## config.mk

```make
export PLATFORM = sky130hd
export DESIGN_NAME = rd_addr_sequencer
export DESIGN_NICKNAME = d
export VERILOG_FILES = /design/src/rtl/rd_addr_sequencer.sv
export SDC_FILE = /design/constraint.sdc
export NUM_CORES = 1
export LEC_CHECK = 0
export ABC_AREA = 1
export CAP_MARGIN = 20
export CORE_MARGIN = 5
export CORE_UTILIZATION = 47
export CTS_CLUSTER_SIZE = 40
export DETAILED_ROUTE_END_ITERATION = 12
export PLACE_DENSITY = 0.86
export RECOVER_POWER = 50
export REMOVE_ABC_BUFFERS = 1
export SKIP_LAST_GASP = 1
export SYNTH_ARGS = -nofsm -noshare
export SYNTH_HDL_FRONTEND = slang
export SYNTH_SLANG_ARGS = --single-unit
```

## constraint.sdc

```tcl
create_clock -name SYS_CLK -period 2.6 [get_ports SYS_CLK]
set_input_delay 0.26 -clock SYS_CLK [delete_from_list [all_inputs] [get_ports SYS_CLK]]
set_output_delay 0.26 -clock SYS_CLK [all_outputs]
set_load 0.005 [all_outputs]
```

## src/rtl/rd_addr_sequencer.sv

```systemverilog
// Register-number / bit-index read address sequencer for the IIC slave read path.
// Optional feature: define RD_AUTOINC_EN to auto-increment regnum (with wrap) after each master ACK.
module rd_addr_sequencer #(
  parameter int REG_NUM = 16
) (
  input  logic       SYS_CLK,
  input  logic       SYS_NRST,
  input  logic       rd_start_i,
  input  logic [3:0] start_regnum_i,
  input  logic       bit_adv_i,
  input  logic       ack_valid_i,
  input  logic       ack_i,
  input  logic       rd_stop_i,
  output logic       raddr_rst_o,
  output logic [3:0] ctrl_regnum_sel_o,
  output logic [2:0] ctrl_regbit_sel_o,
  output logic       busy_o,
  output logic       byte_done_o
);

  typedef enum logic [1:0] {IDLE, SHIFT, ACK_WAIT} state_t;

  localparam logic [4:0] REG_LIMIT = 5'(REG_NUM);

  state_t     state;
  logic [3:0] start_reg;
  logic [3:0] next_regnum;

  // Out-of-range start registers fall back to register 0.
  always_comb begin
    start_reg = start_regnum_i;
    if ({1'b0, start_regnum_i} >= REG_LIMIT) start_reg = 4'd0;
  end

`ifdef RD_AUTOINC_EN
  localparam logic [3:0] LAST_REG = 4'(REG_NUM - 1);

  always_comb begin
    next_regnum = ctrl_regnum_sel_o + 4'd1;
    if (ctrl_regnum_sel_o == LAST_REG) next_regnum = 4'd0;
  end
`else
  always_comb begin
    next_regnum = ctrl_regnum_sel_o;
  end
`endif

  always_ff @(posedge SYS_CLK or negedge SYS_NRST) begin
    if (!SYS_NRST) begin
      state             <= IDLE;
      raddr_rst_o       <= 1'b1;
      ctrl_regnum_sel_o <= 4'd0;
      ctrl_regbit_sel_o <= 3'd7;
      busy_o            <= 1'b0;
      byte_done_o       <= 1'b0;
    end else begin
      byte_done_o <= 1'b0;
      if (rd_stop_i) begin
        state             <= IDLE;
        raddr_rst_o       <= 1'b1;
        ctrl_regbit_sel_o <= 3'd7;
        busy_o            <= 1'b0;
      end else if (rd_start_i) begin
        state             <= SHIFT;
        raddr_rst_o       <= 1'b0;
        ctrl_regnum_sel_o <= start_reg;
        ctrl_regbit_sel_o <= 3'd7;
        busy_o            <= 1'b1;
      end else begin
        case (state)
          SHIFT: begin
            if (bit_adv_i) begin
              if (ctrl_regbit_sel_o != 3'd0) begin
                ctrl_regbit_sel_o <= ctrl_regbit_sel_o - 3'd1;
              end else begin
                state       <= ACK_WAIT;
                byte_done_o <= 1'b1;
              end
            end
          end
          // Bit advances are ignored here; only the master's ACK slot moves us on.
          ACK_WAIT: begin
            if (ack_valid_i) begin
              ctrl_regbit_sel_o <= 3'd7;
              if (ack_i) begin
                state             <= SHIFT;
                ctrl_regnum_sel_o <= next_regnum;
              end else begin
                state       <= IDLE;
                raddr_rst_o <= 1'b1;
                busy_o      <= 1'b0;
              end
            end
          end
          default: ;
        endcase
      end
    end
  end

endmodule

```

Yosys cells after proc, flatten, opt, wreduce, memory -nomap -nowiden
Cells that the tools add are included.

word-level totals
  bits in registers = 12
  bits in latches = 0
  memory bits (writable) = 0
  ROM bits = 0
  word-level logic and storage cells = 51
  memories kept = 0

cells by class
  add/subtract/negate cells = 1
  $mul = 0
  div/mod/pow operators = 0
  order comparisons = 0
  eq/ne operators = 7
  shift operators = 0
  muxes and demuxes = 28
  bitwise gates (word level) = 1
  reduce and logical (&&, ||, !) cells = 8

operator list
  operator               number
  $mux W1                16
  $ne A4 B4 Y1 const B   4
  $mux W3                5
  $mux W2                5
  $reduce_bool A3 Y1     3
  $reduce_and A4 Y1      2
  $pmux W3 S2            1
  $pmux W2 S2            1
  $reduce_bool A4 Y1     1
  $ne A3 B2 Y1 const B   1
  $reduce_and A3 Y1      1
  $sub A3 B1 Y3 const B  1
  $eq A2 B1 Y1 const B   1
  $eq A2 B2 Y1 const B   1
  $reduce_and A2 Y1      1
  $not A1 Y1             1

Longest topological paths before layout
  depth after elaboration = 6
  gate-level depth with buffers = 10

Worst setup path after synthesis
Ideal clock, no wire load.

  path type = register to register
  start = reg ctrl_regbit_sel_o[0]
  end = reg ctrl_regbit_sel_o[2]
  library setup time = 0.076 ns
  arrival = 1.231 ns
  required time = 2.524 ns
  path slack = 1.293 ns
  cell stages (with the launch flop) = 9
  period minus slack after synthesis = 1.307 ns
  cells stage by stage = dfstp_2 > inv_1 > ha_1 > nand3_1 > nor2_1 > nor2_2 > nand2_1 > nand2_1 > nand2_1

on the way
  word-level cells in the longest chain between the ends = 6
  elaborated cells between the ends (all ways) = 9
  classes of those cells = add/sub: 1; eq/ne: 1; mux: 5; reduce/logical: 2

RTL lines
  what                    RTL line  source
  from (decl)             16        output logic [2:0] ctrl_regbit_sel_o,
  from (signal assigned)  74        ctrl_regbit_sel_o <= ctrl_regbit_sel_o - 3'd1;
  $sub A3 B1 Y3           74
  $mux W3                 73        if (ctrl_regbit_sel_o != 3'd0) begin
  $mux W3                 72        if (bit_adv_i) begin
  $pmux W3 S2             70        case (state)
  $mux W3                 63        end else if (rd_start_i) begin
  $mux W3                 58        if (rd_stop_i) begin

Parallel ways exist; a longest one is shown, timed or not. The select of a mux whose other input is x is not followed.
A chain may end at the register's enable or synchronous reset.

Worst setup path after layout
  start = reg ctrl_regbit_sel_o[0]
  end = out ctrl_regbit_sel_o[0]

No word-level cell between the ends.

==> flow_summary.ini <==
[run_status]
status = completed

[clock_network]
cts_setup_buffers = 0
clock_latency_ns = 0.27
path_clk_slew_ns = 0.08
cts_buffers = 3
cts-root-buf = clkbuf_4
cts.htree.levels = 1
cts_tree = done
hold_buffers = 0
cts_buffer_depth = 2
clock-sinks = 12
cts-resized-gates = 0

[final_layout]
final_cell_area_sq_um = 908.4
diodes = 0
instances_no_fill = 128
area_delta_synth_final_pct = 39.08
fill_cells = 117
fin_nets = 129
drive_gt1_share_pct = 7.965

[critical_path]
r2r-start = ctrl_regbit_sel_o[0]$_DFFE_PN1P_
worstPathMaxFanout = 4
critPathBufInv = 1
slowest_stage = dfstp_1
crit_path_end_kind = primary output
criticalPathCategory = flop to primary output
startpoint = ctrl_regbit_sel_o[0]$_DFFE_PN1P_
path_delay_family = flip-flops
start_kind = flop
path_cells = clkdlybuf4s50_1
cp.required_ns = 2.34
cpPeakStageDelay_ns = 0.56
worstPathArrival_ns = 1.35

[sta]
final.setup.tns_ns = 0
finalSetupViolCount = 0
finalHoldViolCount = 0
fin_ws_ns = 0.9940
fin_crit_sh_pct = 61.77
drv_slew = 0
fin_worst_skew_ns = 0.008144
slew_headroom_pct = 64.45
max_freq_mhz = 622.6
finalCriticalPeriod_ns = 1.606
worst_slew_pin_slew_ns = 0.5314
grt_setup_unrepaired = no

[hold_path]
hold_path_class = primary input to async pin

[die]
design.die.area_sq_um = 2235
rows = 13
initial_core_util_pct = 50.19
die_y_microns = 47.28
pin_count = 21
core_area_sq_um = 1301
fp.dieW_microns = 47.28

[global_routing]
grt_max_degree = 13
grt_pass1_vias = 598
grt_pass1_wl_microns = 2214
grtUsageTotal_pct = 14.11
grt_overflow_total = 0
antenna_found_initial = 0

[synth]
netlist_instances = 89
seq_area_frac_synth_pct = 46.74
synth_area_sq_um = 653.1
syn_area_per_cell_sq_um = 7.338
synth_seq_cells = 12
yosys_warnings = 0
yosysUniqueCellTypes = 13

[route]
vias_per_cell = 4.773
drcViolationCount = 0
first_pass_iters = 4
vias = 611
drt_iter0_drc = 3
drt_wl_total_microns = 1355
postRouteAntennaNets = 0
wl_per_cell_microns = 10.59

[placement]
place_ws_ns = 1.029
place.port_buffers = 20
dp.cells = 124
globalplace.congestion = 0.8651
place_area_sq_um = 872.1
dpl.hpwl_microns = 1136

[pwr]
power.density_nw_per_um2 = 599.2
p_leak_uw = 0.0004898
peakVddDrop_mv = 0.4587

[run]
drv_cap = 0
[placed cells by master (no fill, tap or decap)]
master           Yosys  layout
nand3_1              5       5
nor2_2               1       1
ha_1                 4       4
dlygate4sd3_1        0       3
dfrtp_1              8       8
nor3_1               1       1
nand2_1             35      35
clkbuf_4             0       3
nor2_1              10      10
clkdlybuf4s50_1      0      17
inv_1               14      14
o21ai_0              2       2
clkbuf_8             0       1
dfstp_2              4       3
xnor2_1              1       1
a21oi_1              3       3
nand2_2              1       1
dfstp_1              0       1
[path summary, 6_finish.rpt]
path	endpoint	slack [ns]	cells past startpoint
setup reg to reg	ctrl_regbit_sel_o[1]$_DFFE_PN1P_	1.15	8
setup / recovery	ctrl_regbit_sel_o[0]	0.99	1
max in group asynchronous	ctrl_regbit_sel_o[1]$_DFFE_PN1P_	1.83	1
min in group SYS_CLK	raddr_rst_o$_DFFE_PN1P_	0.47	2
hold / removal	ctrl_regnum_sel_o[3]$_DFFE_PN0P_	0.40	1
hold reg to reg	raddr_rst_o$_DFFE_PN1P_	0.47	2
[flip-flops by register name (all words and copies together), names as in the netlist]
register and cells:
ctrl_regnum_sel_o 4, ctrl_regbit_sel_o 3, state 2, busy_o 1, byte_done_o 1, raddr_rst_o 1
[cells by family (layout without fill, tap and decap cells)]
family / count (synthesis) / count (layout) / share of synthesized area [%]
XOR/XNOR: 1 / 1 / 1.341
AND/OR/NAND/NOR: 53 / 53 / 32.38
adder cells (fa/ha/maj): 4 / 4 / 7.663
flip-flops: 12 / 12 / 46.74
buffers and inverters: 14 / 38 / 8.046
AO/OA/AOI/OAI: 5 / 5 / 3.831
[through the flow]
step	hold WS [ns]	power (uW)	util [%]
3_5_place_dp	0.4697	404.6	67.02
5_1_grt	0.4368	584.8	69.81
3_3_place_gp	0.4591	399.6	67.02
6_report	0.3976	544.3	69.81
2_1_floorplan	-0.03559	322.4	-
4_1_cts	0.3437	552.9	69.81
[metal layers]
layer / up-vias / share of wire, % / track usage (%)
met1: 278 / 38 / 14.05
met3: 2 / 6.8 / 6.130
met4: 0 / 0.89 / 4.420
met2: 13 / 54 / 25.94
li1: 318 / - / -
met5: - / 0 / 0
[synthesized netlist by cell type (all sizes together)]
library cell | instances | area (sq um)
nand2 | 36 | 137.6
inv | 14 | 52.55
nor2 | 11 | 43.80
dfrtp | 8 | 200.2
nand3 | 5 | 25.02
dfstp | 4 | 105.1
ha | 4 | 50.05
a21oi | 3 | 15.01
o21ai | 2 | 10.01
nor3 | 1 | 5.000
xnor2 | 1 | 8.760
[report_power, final]
group          switching, uW  internal [uW]  total, uW
Sequential              20.1            221        241
Clock                   61.2           85.1        146
Combinational           73.4           83.1        157
Total                    155            390        544
[area by class of cell]
cell class                 count  area (sq um)  share of cell area (%)
multi-input combinational     63         295.3                   32.51
tap                           15         18.77                   2.066
timing repair buffer          20         200.2                   22.04
inverter                      14         52.55                   5.785
sequential                    12         305.3                   33.61
clock buffer                   4         36.28                   3.994
Power figures use the tool's default switching activity.
